--- src/rtl/ts_packet_mux.sv ---
// Merges NUM_CH TS byte streams packet by packet: hunts a sync byte round-robin, then moves a whole packet.
// One cycle pop-to-output latency; the head channel is popped only when the output register is free or accepted.
module ts_packet_mux #(
   parameter int                    NUM_CH     = 4,
   parameter int                    DATA_WIDTH = 8,
   parameter int                    PKT_LEN    = 188,
   parameter logic [DATA_WIDTH-1:0] SYNC_BYTE  = DATA_WIDTH'(8'h47)
) (
   input  logic                         rclk,
   input  logic                         reset_n,
   input  logic [NUM_CH-1:0]            ch_valid,
   input  logic [NUM_CH*DATA_WIDTH-1:0] ch_data,
   output logic [NUM_CH-1:0]            ch_pop,
   output logic [DATA_WIDTH-1:0]        out_data,
   output logic                         out_valid,
   input  logic                         out_ready,
   output logic [$clog2(NUM_CH)-1:0]    out_ch,
   output logic                         out_sop,
   output logic                         out_eop,
   output logic [NUM_CH*16-1:0]         discard_cnt,
   output logic [31:0]                  pkt_cnt
);

   localparam int             CW   = $clog2(NUM_CH);
   localparam int             BW   = $clog2(PKT_LEN);
   localparam logic [BW-1:0]  LAST = BW'(PKT_LEN - 1);
   localparam logic [CW-1:0]  TOP  = CW'(NUM_CH - 1);

   typedef enum logic {HUNT, XFER} state_t;

   state_t                  state;
   logic [CW-1:0]           grant;
   logic [CW-1:0]           rr_ptr;
   logic [BW-1:0]           byte_cnt;
   logic [DATA_WIDTH-1:0]   head [NUM_CH];
   logic [15:0]             disc [NUM_CH];
   logic [NUM_CH-1:0]       is_sync;
   logic [NUM_CH-1:0]       is_junk;
   logic                    hunt_hit;
   logic [CW-1:0]           hunt_idx;
   logic [CW-1:0]           pos;
   logic                    out_free;
   logic                    xfer_pop;

   for (genvar i = 0; i < NUM_CH; i++) begin : g_ch
      assign head[i]                = ch_data[i*DATA_WIDTH +: DATA_WIDTH];
      assign is_sync[i]             = ch_valid[i] && (head[i] == SYNC_BYTE);
      assign discard_cnt[i*16 +: 16] = disc[i];
   end

   assign is_junk  = ch_valid & ~is_sync;
   assign out_free = !out_valid || out_ready;
   assign xfer_pop = (state == XFER) && ch_valid[grant] && out_free;

   // Walk from the farthest candidate back to rr_ptr so the nearest sync channel wins.
   always_comb begin
      hunt_hit = 1'b0;
      hunt_idx = '0;
      pos      = '0;
      for (int k = NUM_CH - 1; k >= 0; k--) begin
         pos = CW'((int'(rr_ptr) + k) % NUM_CH);
         if (is_sync[pos]) begin
            hunt_hit = 1'b1;
            hunt_idx = pos;
         end
      end
   end

   // Sync-headed channels are never popped while hunting; the byte is taken later as byte 0.
   always_comb begin
      ch_pop = '0;
      if (reset_n) begin
         if (state == HUNT) begin
            ch_pop = is_junk;
         end else begin
            ch_pop[grant] = out_free;
         end
      end
   end

   always_ff @(posedge rclk) begin
      if (!reset_n) begin
         state     <= HUNT;
         grant     <= '0;
         rr_ptr    <= '0;
         byte_cnt  <= '0;
         out_valid <= 1'b0;
         out_data  <= '0;
         out_ch    <= '0;
         out_sop   <= 1'b0;
         out_eop   <= 1'b0;
         pkt_cnt   <= '0;
      end else begin
         case (state)
            HUNT: begin
               if (hunt_hit) begin
                  grant    <= hunt_idx;
                  byte_cnt <= '0;
                  state    <= XFER;
               end
            end
            XFER: begin
               if (xfer_pop) begin
                  if (byte_cnt == LAST) begin
                     state    <= HUNT;
                     byte_cnt <= '0;
                     rr_ptr   <= (grant == TOP) ? '0 : grant + CW'(1);
                  end else begin
                     byte_cnt <= byte_cnt + BW'(1);
                  end
               end
            end
            default: state <= HUNT;
         endcase

         if (xfer_pop) begin
            out_valid <= 1'b1;
            out_data  <= head[grant];
            out_ch    <= grant;
            out_sop   <= (byte_cnt == '0);
            out_eop   <= (byte_cnt == LAST);
         end else if (out_ready) begin
            out_valid <= 1'b0;
         end

         if (out_valid && out_ready && out_eop) begin
            pkt_cnt <= pkt_cnt + 32'd1;
         end
      end
   end

   always_ff @(posedge rclk) begin
      if (!reset_n) begin
         for (int i = 0; i < NUM_CH; i++) disc[i] <= '0;
      end else if (state == HUNT) begin
         for (int i = 0; i < NUM_CH; i++) begin
            if (is_junk[i] && (disc[i] != 16'hFFFF)) disc[i] <= disc[i] + 16'd1;
         end
      end
   end

endmodule
--- config.mk ---
export PLATFORM = sky130hd
export DESIGN_NAME = ts_packet_mux
export DESIGN_NICKNAME = d
export VERILOG_FILES = /design/src/rtl/ts_packet_mux.sv
export SDC_FILE = /design/constraint.sdc
export NUM_CORES = 1
export LEC_CHECK = 0
export BUFFER_PORTS_ARGS = -buffer_cell sky130_fd_sc_hd__buf_4
export CAP_MARGIN = 20
export CORE_MARGIN = 5
export CORE_UTILIZATION = 59
export DETAILED_ROUTE_END_ITERATION = 6
export PLACE_DENSITY = 0.86
export RECOVER_POWER = 50
export SLEW_MARGIN = 20
export SYNTH_ARGS = -nofsm -noshare
export SYNTH_HDL_FRONTEND = slang
export SYNTH_SLANG_ARGS = --single-unit
export TNS_END_PERCENT = 30
--- constraint.sdc ---
create_clock -name rclk -period 4.2 [get_ports rclk]
set_clock_uncertainty 0.1 [all_clocks]
set_input_delay 1.26 -clock rclk [delete_from_list [all_inputs] [get_ports rclk]]
set_output_delay 1.26 -clock rclk [all_outputs]
set_load 0.01 [all_outputs]
==> qor.yml, run 1 <==
run_status:
  status: "complete, no violations"
synthesis:
  syn_avg_cell_area_um2: 9.61
  synthCells: 678
  synth_top_cell_area_share: 0.295
  synth_edf_count: 64
  synth_top_cells_by_count: "95 x nor2_1, 66 x nand2_1, 64 x edfxtp_1"
  synth_ff_type: "edfxtp_1"
  ys_async_sr_fraction: 0
  seq_area_frac_synth: 0.473
  synth_most_common_cell: "nor2_1"
  synthTopCellsByArea: "edfxtp_1 29%, dfxtp_1 18%, nor2_1 5.5%, xnor2_1 5.4%, xor2_1 4.8%"
  syn_nets: 728
  ys_ff_latch: 122
  yosysWarnings: 0
  yosysTopAreaCell: "edfxtp_1"
  synth.distinct_cells: 58
  syn-cell-area_um2: 6520
clocking:
  cts_tree: "done"
  ctsHtreeMaxLevel: 4
  clk_path_buf_depth: 2
  cts-buffers-inserted: 17
  cts.repair.resized: 0
  post-cts-setup-buffers: 0
  numClockSinks: 122
  cts_hold_buf: 0
  clk_pin_slew_ps: 60
  root_buffer: "clkbuf_8"
  clkLatencyLatePin_ps: 510
placement:
  gp_congestion: 0.895
  io_buffers: 151
  dpl_cell_area_um2: 7770
  hpwl_um: 12400
global_route:
  grt_pass1_vias: 5698
  grt.total_usage: 0.257
  gr-total-overflow: 0
  grt_max_degree: 33
  antenna_found_initial: 0
  grt_pass1_wl_um: 27300
route:
  drt_iter0_drc: 703
  vias: 5841
  avgRoutedWirePerCell_um: 17.6
  drc_errors: 0
  routed_wl_um: 17300
  vias_per_cell: 5.95
  drtAntennaViolNets: 0
  drt_first_pass_iters: 5
timing:
  period_minus_slack_ps: 4130
  fin_setup_tns_ps: 0
  hold_viol_final: 0
  rsz0062_at_grt: "no"
  fmax_mhz: 242
  max_slew_margin: 0.0441
  drv_slew: 0
  finalSetupViolCount: 0
  fin_crit_sh: 0.984
  tightestPinTransition_ps: 1430
worst_setup_path:
  crit_path_end_kind: "primary output"
  critical_path_arrival_ps: 2770
  startpoint_type: "primary input"
  worstPathRequired_ps: 2840
  slowest_stage: "or4b_2"
  worstPathMaxFanout: 3
  critical_path_class: "in -> out"
  worstPathCellList: "buf_4 -> or4b_2 -> o21ai_0 -> a21oi_1 -> buf_4"
  crit_top_cell: "buf_4"
  cpPeakStageDelay_ps: 700
  rr_worst_depth: 5
finish:
  n_fill_cell: 869
  antenna_cells: 0
  final_area_um2: 8020
  drive_gt1_frac: 0.127
  area_delta_synth_final_pct: 23.0
  fin_nets: 879
floorplan:
  dieArea_um2: 13200
  coreArea_um2: 10800
  die_h_um: 115
  start_util: 0.601
  fp-row-count: 38
  die_w_um: 115
  pin_count: 152
flow_run:
  cap_viol_max_count: 0
pwr:
  ir_worst_vdd_uv: 255
  cellPowerDensity_nw_per_um2: 394
  p_total_w: 0.00316
  leakage_nw: 2.83
hold_path:
  hold_class: "reg -> reg"
  holdPathStages: 2
-- path summary, 6_finish.rpt --
check / startpoint / to / slack (ps)
setup / recovery: ch_data[4] / ch_pop[0] / 70
hold / removal: out_data[2] / out_data[2] / 360
setup reg to reg: grant[0] / byte_cnt[4] / 1230
hold reg to reg: out_data[2] / out_data[2] / 360
-- critical path: cells and delay by family --
kind,cells,cell delay [ps]
buffers and inverters,2,290
and+or+nand+nor,1,700
AOI/OAI and AO/OA,2,520
-- flip-flops by register name, summed over array words and instances (netlist names) --
name,cells
out_ch,2
rr_ptr,2
state,1
disc,64
out_sop,1
pkt_cnt,32
byte_cnt,8
out_valid,1
out_data,8
grant,2
out_eop,1
-- per-stage QoR --
| step | setup slack [ps] | instances | utilization | hold slack [ps] |
|---|---|---|---|---|
| 2_1_floorplan | 561 | 678 | - | 364 |
| 3_3_place_gp | 108 | 950 | 0.717 | 350 |
| 3_5_place_dp | 74.5 | 950 | 0.717 | 354 |
| 4_1_cts | 72.0 | 982 | 0.775 | 362 |
| 5_1_grt | 6.15 | 982 | 0.740 | 377 |
| 6_report | 68.0 | 982 | 0.740 | 359 |
-- power breakdown --
| group | leakage (nW) | internal (W) | switching, W | total (W) |
|---|---|---|---|---|
| clock | 0.305 | 0.00103 | 0.000523 | 0.00156 |
| sequential | 1.18 | 0.00131 | 0.0000611 | 0.00137 |
| combinational | 1.35 | 0.000101 | 0.000128 | 0.000229 |
-- cell families (layout without fill, tap and decap cells) --
family                     Yosys count  count (layout)  share of synthesized area
muxes                               16              16                     0.0420
and+or+nand+nor                    330             330                      0.260
buffers and inverters               48             212                     0.0288
adders and majority gates           11              11                     0.0211
DFF                                122             122                      0.473
AOI/OAI and AO/OA                   75              75                     0.0730
xor gates and xnor gates            76              76                      0.102
-- final cells by class --
| cell class | count | area [um2] | area share |
|---|---|---|---|
| Inverter | 23 | 86.3 | 0.0108 |
| Clock inverter | 13 | 198 | 0.0247 |
| Clock buffer | 19 | 432 | 0.0538 |
| Timing Repair Buffer | 157 | 803 | 0.100 |
| Tap cell | 140 | 175 | 0.0218 |
| Sequential cell | 122 | 3080 | 0.385 |
| Multi-Input combinational cell | 508 | 3240 | 0.404 |
-- metal layers --
layer	vias up	GRT usage	wire length, um
met5	-	0	0
li1	2737	-	-
met2	287	0.439	8620
met1	2768	0.311	6790
met4	0	0.110	462
met3	49	0.0568	1440
-- cells in the final DEF (no fill, tap or decap), types with 10 or more instances in the layout --
cell	instances
nor4_1	11
clkbuf_16	16
dfxtp_1	58
buf_4	56
nor3_1	17
edfxtp_1	64
xnor2_1	40
xor2_1	36
nand3_1	39
and3_1	18
nor2_1	95
and4_1	10
clkbuf_1	101
o21ai_0	10
inv_1	23
a21oi_1	32
nand4_1	19
ha_1	11
nand2_1	66
Power figures use the tool's default switching activity.
==> run 2: changes to the inputs <==
--- a/config.mk
+++ b/config.mk
@@ -7,10 +7,12 @@
 export LEC_CHECK = 0
 export BUFFER_PORTS_ARGS = -buffer_cell sky130_fd_sc_hd__buf_4
 export CAP_MARGIN = 20
+export CELL_PAD_IN_SITES_DETAIL_PLACEMENT = 1
+export CELL_PAD_IN_SITES_GLOBAL_PLACEMENT = 1
 export CORE_MARGIN = 5
-export CORE_UTILIZATION = 59
+export CORE_UTILIZATION = 44
 export DETAILED_ROUTE_END_ITERATION = 6
-export PLACE_DENSITY = 0.86
+export PLACE_DENSITY_LB_ADDON = 0.1
 export RECOVER_POWER = 50
 export SLEW_MARGIN = 20
 export SYNTH_ARGS = -nofsm -noshare
==> run 2 against run 1 <==
The flow now finishes with violations (capacitance limit, slew limit). Clock power decreased by 10%. Final cell count increased by 4.8%. Via count decreased by 0.84%. Sequential power about the same. Cell area decreased by 0.31%. Critical path type unchanged. Sequential share of layout area increased by 0.12 points. Worst setup slack improved by 170 ps. Combinational power decreased by 2%. Critical endpoint unchanged. Critical path depth unchanged.
==> qor.yml, run 2 (synthesized netlist as in run 1, its figures left out) <==
run_status:
  status: "complete, but fails checks"
  violations: "capacitance limit, slew limit"
global_route:
  antenna_found_initial: 0
  grt.total_usage: 0.218
  grt_pass1_vias: 6145
  grt_max_degree: 35
  gr-total-overflow: 0
  grt_pass1_wl_um: 31300
finish:
  final_cell_mix: "116 x clkbuf_1, 95 x nor2_1, 66 x nand2_1, 64 x edfxtp_1, 58 x dfxtp_1"
  fin_nets: 882
  area_delta_synth_final_pct: 22.6
  reg_top3: "disc (64), pkt_cnt (32)"
  antenna_cells: 0
  finalCoreUtilization: 0.550
  final_common_cell: "clkbuf_1"
  drive_gt1_frac: 0.115
  largest_reg_flops: 64
  largest-register: "disc"
  n_fill_cell: 1690
clocking:
  clkLatencyLatePin_ps: 420
  post-cts-setup-buffers: 0
  numClockSinks: 122
  ctsHtreeMaxLevel: 4
  cts-buffers-inserted: 17
  root_buffer: "clkbuf_16"
  cts_tree: "done"
  cts.repair.resized: 0
  clk_path_buf_depth: 2
  cts_hold_buf: 0
  clk_pin_slew_ps: 50
pwr:
  seq_power_share: 0.458
  comb_power_share: 0.075
  swShare: 0.239
  ir_worst_vdd_uv: 239
  pwr-share-clk: 0.467
  cell_internal_pwr_w: 0.00228
  cellPowerDensity_nw_per_um2: 374
  netSwitchingPower_w: 0.000716
  leakage_nw: 2.78
worst_setup_path:
  critical_path.top_delay_family: "simple AND/OR/NAND/NOR gates"
  crit_top_cell: "buf_4"
  critical_path_arrival_ps: 2600
  critical_path_class: "in -> out"
  worstPathMaxFanout: 3
  slowest_stage: "or4b_2"
  crit_path_end_kind: "primary output"
  startpoint_type: "primary input"
  worstPathCellList: "buf_4 -> or4b_2 -> o21ai_0 -> a21oi_1 -> buf_4"
  critPathBufInv: 2
  worstPathRequired_ps: 2840
  cpPeakStageDelay_ps: 700
floorplan:
  die_h_um: 132
  fp-row-count: 44
  dieArea_um2: 17300
  start_util: 0.448
  coreArea_um2: 14500
  die_w_um: 132
  pin_count: 152
route:
  drt-met1-wl_um: 7700
  avgRoutedWirePerCell_um: 18.4
  top_layer: "met4"
  wl_met3_um: 946
  routed_wl_um: 18900
  vias: 5792
  drc_errors: 0
  wl_met2_um: 9770
  drtAntennaViolNets: 0
  drt_first_pass_iters: 4
  vias_per_cell: 5.63
  drt_iter0_drc: 252
timing:
  fin_crit_sh: 0.944
  fin_setup_tns_ps: 0
  max_slew_margin: -0.0293
  drv_slew: 35
  hold_viol_final: 0
  tightestPinTransition_ps: 1540
  rsz0062_at_grt: "no"
  hold_ws_ps: 354
  fmax_mhz: 252
  period_minus_slack_ps: 3960
  finalSetupViolCount: 0
hold_path:
  hold_class: "reg -> reg"
placement:
  io_buffers: 151
  gp_congestion: 0.849
  hpwl_um: 14000
flow_run:
  cap_viol_max_count: 1
-- run 2: cell types whose count changed in the layout (fill, tap and decap cells not counted), sizes merged --
cell      change
clkinvlp      -2
buf          -10
bufinv        -5
clkinv        +1
inv           +1
clkbuf       +18
-- run 2: power groups by stage --
stage	combinational, W	clock (W)	sequential, W
after floorplan	0.000109	0	0.00140
after global placement	0.000250	0	0.00139
after detailed placement	0.000259	0	0.00139
after CTS	0.000261	0.00143	0.00137
after global routing	0.000248	0.00150	0.00138
final	0.000224	0.00140	0.00137
-- run 2: routing by layer --
metal,vias to the layer above,global-route usage
li1,2752,-
met1,2829,0.258
met2,166,0.381
met3,45,0.0493
met4,0,0.0897
met5,-,0
-- run 2: path summary, 6_finish.rpt --
path / startpoint / endpoint / slack, ps / cells after the start
setup / recovery: ch_data[4] / ch_pop[0] / 240 / 5
hold / removal: out_sop / out_sop / 350 / 2
setup reg to reg: grant[0] / byte_cnt[5] / 1100 / 6
hold reg to reg: out_sop / out_sop / 350 / 2
-- run 2: per-stage QoR --
| step | cell area [um2] | worst slack [ps] | total power [W] | cells |
|---|---|---|---|---|
| finish | 7990 | 237 | 0.00299 | 1029 |
| global route | 7990 | 174 | 0.00312 | 1029 |
| CTS | 8430 | 259 | 0.00306 | 1029 |
| detailed placement | 7850 | 259 | 0.00165 | 997 |
| global placement | 7850 | 271 | 0.00164 | 997 |
| floorplan | 6520 | 561 | 0.00150 | 678 |
-- run 2: worst register-to-register path, cell delays in order (launching register included) --
cell      delay (ps)
dfxtp_1          850
mux4_2           440
and3_1           220
clkbuf_1         730
nand3_1          240
a21o_1           220
a211oi_1         210
-- run 2: layout make-up --
type	count	area, um2	share of cell area
Multi-Input combinational cell	508	3240	0.405
Sequential cell	122	3080	0.386
Timing Repair Buffer	160	773	0.0967
Clock buffer	24	523	0.0654
Tap cell	184	230	0.0288
Inverter	23	86.3	0.0108
Clock inverter	8	56.3	0.00704
